[src/rtl/display_scan.sv]
// Four-digit multiplexed seven-segment scanner for a keypad lock: shifts entered
// digits into a 4-slot buffer and shows a blinking "Err " while the lock is in error.
module display_scan #(
    parameter int REFRESH_DIV = 50000,
    parameter int BLINK_SCANS = 64
) (
    input  logic       clk,
    input  logic       rst_n,
    input  logic [3:0] digit_in,
    input  logic       digit_valid,
    input  logic       clear,
    input  logic       err,
    output logic [3:0] code,
    output logic [3:0] an,
    output logic [2:0] entry_count
);

    localparam logic [15:0] RMAX  = 16'(REFRESH_DIV - 1);
    localparam logic [7:0]  BMAX  = 8'(BLINK_SCANS);
    localparam logic [3:0]  BLANK = 4'hE;

    typedef enum logic {ENTRY, ERROR} state_t;

    state_t          state_q, state_d;
    logic [3:0][3:0] slots;
    logic [2:0]      count_q;
    logic [15:0]     rcnt;
    logic [1:0]      idx;
    logic [7:0]      blink_cnt;
    logic            blink_on;

    logic            wrap, scan_done, enter_err, wipe, accept;
    logic [3:0]      glyph;

    assign wrap      = (rcnt == RMAX);
    assign scan_done = wrap && (idx == 2'd3);

    always_ff @(posedge clk or negedge rst_n) begin
        if (!rst_n) state_q <= ENTRY;
        else        state_q <= state_d;
    end

    always_comb begin
        state_d = state_q;
        case (state_q)
            ENTRY:   if (err)  state_d = ERROR;
            ERROR:   if (!err) state_d = ENTRY;
            default: state_d = ENTRY;
        endcase
    end

    always_comb begin
        enter_err = (state_q == ENTRY) && err;
        wipe      = clear || enter_err;
        accept    = (state_q == ENTRY) && digit_valid && (digit_in <= 4'd9) && (count_q < 3'd4);
        glyph     = BLANK;
        if (state_q == ENTRY) begin
            glyph = slots[idx];
        end else if (blink_on) begin
            case (idx)
                2'd3:    glyph = 4'hC;
                2'd2:    glyph = 4'hD;
                2'd1:    glyph = 4'hD;
                default: glyph = BLANK;
            endcase
        end
    end

    always_ff @(posedge clk or negedge rst_n) begin
        if (!rst_n) begin
            slots     <= {4{BLANK}};
            count_q   <= 3'd0;
            rcnt      <= 16'd0;
            idx       <= 2'd0;
            blink_cnt <= 8'd0;
            blink_on  <= 1'b1;
            an        <= 4'b1110;
            code      <= BLANK;
        end else begin
            rcnt <= wrap ? 16'd0 : rcnt + 16'd1;
            if (wrap) idx <= idx + 2'd1;

            if (wipe) begin
                slots   <= {4{BLANK}};
                count_q <= 3'd0;
            end else if (accept) begin
                slots   <= {slots[2:0], digit_in};
                count_q <= count_q + 3'd1;
            end

            // Half-period is measured in whole scans, restarted on each error entry.
            if (enter_err) begin
                blink_cnt <= 8'd0;
                blink_on  <= 1'b1;
            end else if ((state_q == ERROR) && scan_done) begin
                if (blink_cnt + 8'd1 == BMAX) begin
                    blink_cnt <= 8'd0;
                    blink_on  <= ~blink_on;
                end else begin
                    blink_cnt <= blink_cnt + 8'd1;
                end
            end

            an   <= ~(4'b0001 << idx);
            code <= glyph;
        end
    end

    assign entry_count = count_q;

endmodule

[config.mk]
export PLATFORM = sky130hd
export DESIGN_NAME = display_scan
export DESIGN_NICKNAME = d
export VERILOG_FILES = /design/src/rtl/display_scan.sv
export SDC_FILE = /design/constraint.sdc
export NUM_CORES = 1
export LEC_CHECK = 0
export BUFFER_PORTS_ARGS = -buffer_cell sky130_fd_sc_hd__clkbuf_2
export CELL_PAD_IN_SITES_DETAIL_PLACEMENT = 1
export CELL_PAD_IN_SITES_GLOBAL_PLACEMENT = 1
export CORE_MARGIN = 5
export CORE_UTILIZATION = 30
export DETAILED_ROUTE_END_ITERATION = 8
export PLACE_DENSITY = 0.64
export SETUP_SLACK_MARGIN = 0.02
export SLEW_MARGIN = 20
export SYNTH_ARGS = -nofsm -noshare
export SYNTH_HDL_FRONTEND = slang
export SYNTH_SLANG_ARGS = --single-unit
[constraint.sdc]
create_clock -name clk -period 2.95 [get_ports clk]
set_input_delay 0.295 -clock clk [delete_from_list [all_inputs] [get_ports clk]]
set_output_delay 0.295 -clock clk [all_outputs]
set_load 0.03 [all_outputs]
* Yosys cells after proc, flatten, opt, wreduce, memory -nomap -nowiden
Index checks and enable logic that the tools add are counted.
** Word-level totals
- Bits in latches :: 0
- Memories kept :: 0
- Flip-flop bits (word level) :: 55
- Bits of input ports :: 9
- Logic and storage cells :: 57
- ROM bits :: 0
- Output and inout port bits :: 11
- Bits in writable memories :: 0
** Cells by class
- Magnitude comparators :: 3
- Add/subtract/negate cells :: 4
- $mul :: 0
- Equality and inequality tests :: 5
- Muxes and demuxes :: 17
- Shifts and indexed selects :: 1
- Div/mod/pow operators :: 0
- Bitwise gates (word level) :: 3
- Reduce and logical (&&, ||, !) cells :: 12
** Operator list (number)
- $mux W16 :: 3
- $mux W8 :: 3
- $add A16 B1 Y16 const B :: 1
- $eq A16 B16 Y1 const B :: 1
- $add A8 B1 Y8 const B :: 1
- $bmux W4 S2 :: 1
- $eq A8 B7 Y1 const B :: 1
- $mux W4 :: 2
- $logic_and A1 B1 Y1 :: 6
- $mux W3 :: 2
- $reduce_bool A2 Y1 :: 3
- $eq A2 B2 Y1 const B :: 2
- $le A4 B4 Y1 const B :: 1
- $mux W1 :: 4
- $not A4 Y4 :: 1
- $pmux W2 S2 :: 1
- $shl A1 B2 Y4 const A :: 1
- $add A3 B1 Y3 const B :: 1
- $lt A2 B3 Y1 const B :: 1
- $lt A3 B3 Y1 const B :: 1
- $add A2 B1 Y2 const B :: 1
- $eq A2 B1 Y1 const B :: 1
- $mux W2 :: 1
- $not A1 Y1 :: 2
- other kinds (3) :: 3

* Logic depth before layout (Yosys ltp)
- Depth after elaboration :: 6
- Mapped depth :: 6

* Least setup slack after synthesis
Ideal clock, no wire load.
- Path type :: reg-to-reg
- From :: register rcnt[4]
- To :: register blink_cnt[5]
- Stages on the path, launching flop included :: 6
- Data required time :: 2884 ps
- Buffers on the path :: 0
- Setup slack :: 904 ps
- Library setup time :: 66 ps
- Data arrival time :: 1980 ps
- Cells stage by stage :: dfrtp_1 -> or4b_4 -> nor4_4 -> nand4_2 -> or4_1 -> nand2_1
** On the way
- Word-level cells in the longest chain between the ends :: 4
** RTL lines
- from (decl) :: RTL line 27 : logic [15:0] rcnt;
- from (signal assigned) :: RTL line 80 : rcnt <= wrap ? 16'd0 : rcnt + 16'd1;
- $eq A16 B16 Y1 :: RTL line 35 : assign wrap = (rcnt == RMAX);
- $logic_and A1 B1 Y1 :: RTL line 36 : assign scan_done = wrap && (idx == 2'd3);
- $logic_and A1 B1 Y1 :: RTL line 95 : end else if ((state_q == ERROR) && scan_done) begin
- $reduce_bool A2 Y1 (no line)
- to (signal assigned) :: RTL line 100 : blink_cnt <= blink_cnt + 8'd1;
- to (decl) :: RTL line 29 : logic [7:0] blink_cnt;
Every way passes these cells.
A chain may end at the register's enable or synchronous reset.

* Worst setup path in the final report
- From :: register rcnt[4]
- To :: register blink_cnt[7]
Same word-level chain as after synthesis.

==> results.tsv <==
stage	metric	value	unit
cts	cts_max_level	2	
global_route	grt_pass1_wl	9760	um
yosys	ys_seq_elements	55	
critical_path	critPathBufInv	0	
critical_path	path_class	reg2reg	
run	drv_cap	0	
critical_path	worst_ep_required_time	3170	ps
floorplan	ioPinCount	20	
sta	fin_crit	2200	ps
cts	clk_latency	310	ps
final_layout	final_common_cell	nand2_1	
yosys	synth_top_area_cell	dfrtp_1	
sta	fin_skew	7.99	ps
power	p_per_area	437	nW/um2
yosys	syn_inst	245	
floorplan	core	8260	um2
yosys	ys_top_cells_by_area	dfrtp_1 (35%), dfstp_2 (19%), nand2_1 (6.9%), nand3_1 (5.9%), ha_1 (3.9%)	
yosys	synth_cell_type_count	39	
floorplan	rows	33	
critical_path	crit_chain	or4b_4, nor4_4, nand3_1, or3_1, o21ai_0	
sta	slew_headroom	45.9	%
cts	ctsResizeCount	0	
routing	ant_nets	0	
critical_path	cpPeakStageDelay	590	ps
yosys	yosysTopAreaCellShare	35.1	%
placed_design	portBuffers	19	
final_layout	layout_common_cells	nand2_1 (47), dfrtp_1 (36), nand3_1 (30)	
global_route	grt_pass1_vias	1974	
global_route	grt_max_degree	35	
power	switching_share	23.6	%
yosys	seq_area_frac_synth	54.6	%
sta	worst_pin_slew	808	ps
final_layout	syn2layout_area_growth	12.1	%
critical_path	worstPathArrival	2420	ps
global_route	antenna_found_initial	0	
cts	cts-root-buf	clkbuf_8	
outcome	status	finished clean	
critical_path	slowest_stage	or4b_4	
power	internal_power	0.960	mW
floorplan	die_area	10500	um2
final_layout	diodes	0	
routing	vias	1826	
power	switchingPower	0.297	mW
routing	wl_met1	2570	um
cts	cts_tree	done	
floorplan	start_util	31.1	%
min_path	holdCritPathClass	in2reg	
cts	clock_sinks	55	
final_layout	fillers	969	
routing	top_layer	met4	
yosys	yosys_warnings	0	
floorplan	die_h	102	um
placed_design	globalplace.congestion	0.754	
routing	routed_via_density	4.88	
sta	rsz0062_at_grt	false	
routing	routed_wl	5590	um
placed_design	dpl.hpwl	4020	um
cts	path_clk_slew	100	ps
yosys	synth_nets	262	
routing	drt_iter0_drc	69	
routing	drc	0	
routing	met2_length	2780	um
critical_path	path_delay_family	simple AND/OR/NAND/NOR gates	
critical_path	cp_max_fo	5	
placed_design	place_area	2780	um2
power	comb_power_share	5.6	%
power	seq_power_share	62.1	%
final_layout	finalInstanceArea	2880	um2
sta	finalHoldViolCount	0	
global_route	track_usage	11.8	%
routing	first_pass_iters	3	
sta	setup_viol	0	
sta	final-max-slew-violation-count	0	
cts	numCtsBuffers	5	
power	p_leak	1.27	nW
sta	fin_setup_tns	0	ps
sta	finalCritPeriodShare	74.5	%
critical_path	cp-end-kind	flop	
yosys	syn_area	2560	um2
global_route	overflow	0	
cts	cts_buffer_depth	2	
sta	max_freq	0.455	GHz
power	p_clk_share	32.4	%
floorplan	die_width	102	um
yosys	avgSynthCellArea	10.5	um2
final_layout	drive_gt1_share	20.8	%
routing	wire_per_inst	14.9	um
final_layout	nNetsFinal	285	
critical_path	worst_setup_path_start_kind	flop	
critical_path	r2r_slack	750	ps
routing	met3_length	125	um
power	vdd_drop_max	161	uV
-- stage by stage --
step           cells  util, %  setup WS, ps  power (mW)  hold WS [ps]
4_1_cts          374     34.8           737        1.29           114
3_5_place_dp     365     33.7           753       0.865           308
2_1_floorplan    245        -           904       0.829        -0.591
6_report         374     34.8           751        1.26           129
5_1_grt          374     34.8           615        1.32           124
3_3_place_gp     365     33.7           875       0.863           303
-- cell usage after synthesis --
master    instances
nand2b_1          3
a21o_1            1
nor3b_1           2
nand4_1           1
and4_1            1
dfrtp_1          36
o211ai_1          2
a22oi_1           1
ha_1              8
and3b_1           1
dfstp_2          19
nor2b_1           2
o21ai_0           7
or3_1             2
nand2_1          47
nor4b_1           1
xnor2_1          10
o31ai_1           2
and2_1            1
a211o_1           1
o21bai_1          1
nor2_1           15
or4bb_1           2
a21oi_1           7
clkbuf_1          6
and3_1            6
mux4_2            4
nor4_1            2
or4_1             1
or4b_4            1
or2_2             3
o22a_1            1
a32oi_1           1
xor2_1            6
nand3_1          30
nand4_2           1
inv_1             8
nor4_4            1
a31oi_1           1
-- logic make-up (layout without fill, tap and decap cells) --
logic type               count (synthesis)  in the layout  synth area share, %
adder cells (fa/ha/maj)                  8              8                 3.90
AND/OR/NAND/NOR                        123            123                 24.4
buffers and inverters                   14             38                 2.05
AO/OA/AOI/OAI                           25             25                 6.05
flip-flops                              55             55                 54.6
multiplexers                             4              4                 3.51
XOR/XNOR                                16             16                 5.46
-- worst register-to-register path, stage by stage, from the launching register on --
cell and delay, ps:
dfrtp_1 430, or4b_4 590, nor4_4 380, nand3_1 230
or3_1 400, o21ai_0 90
-- registers in the layout, indices dropped and copies added, names as in the netlist --
name         flops
blink_on         1
code             4
an               4
state_q          1
blink_cnt        8
rcnt            16
entry_count      3
slots           16
idx              2
-- timing repair --
action                    CTS  global route
hold endpoints to repair   18             0
hold buffers                1             0
buffers inserted            0             0
-- layout make-up --
type	instances	area [um2]	share of cell area, %
tap	105	131	4.57
inverter	8	30.0	1.04
clock buffer	7	76.3	2.65
sequential	55	1400	48.7
timing repair buffer	22	120	4.18
clock inverter	1	5.00	0.174
multi-input combinational	176	1110	38.7
-- path summary, 6_finish.rpt --
path                                       startpoint  cells after the start                  endpoint
max in group asynchronous                       rst_n                      3      slots[2]$_DFFE_PN1P_
worst min-delay path                              err                      1         state_q$_DFF_PN0_
worst max register to register      rcnt[4]$_DFF_PN0_                      5  blink_cnt[7]$_DFFE_PN0P_
min in group asynchronous                       rst_n                      2         rcnt[0]$_DFF_PN0_
worst min register to register  slots[13]$_DFFE_PN1P_                      2     slots[13]$_DFFE_PN1P_
worst max-delay path                rcnt[4]$_DFF_PN0_                      5  blink_cnt[7]$_DFFE_PN0P_
-- metal layers --
metal  vias to the layer above  track usage (%)
met5                         -                0
met4                         0             5.15
met3                         7             1.98
met2                        13             20.4
met1                       920             14.6
li1                        886                -
-- power groups by stage --
stage	Sequential (mW)	Clock (mW)	Combinational (mW)
CTS	0.780	0.436	0.0733
finish	0.780	0.407	0.0698
floorplan	0.794	0	0.0349
global route	0.782	0.457	0.0813
detailed placement	0.794	0	0.0717
global placement	0.793	0	0.0698
Note: power is estimated with default switching activity, not from simulation.
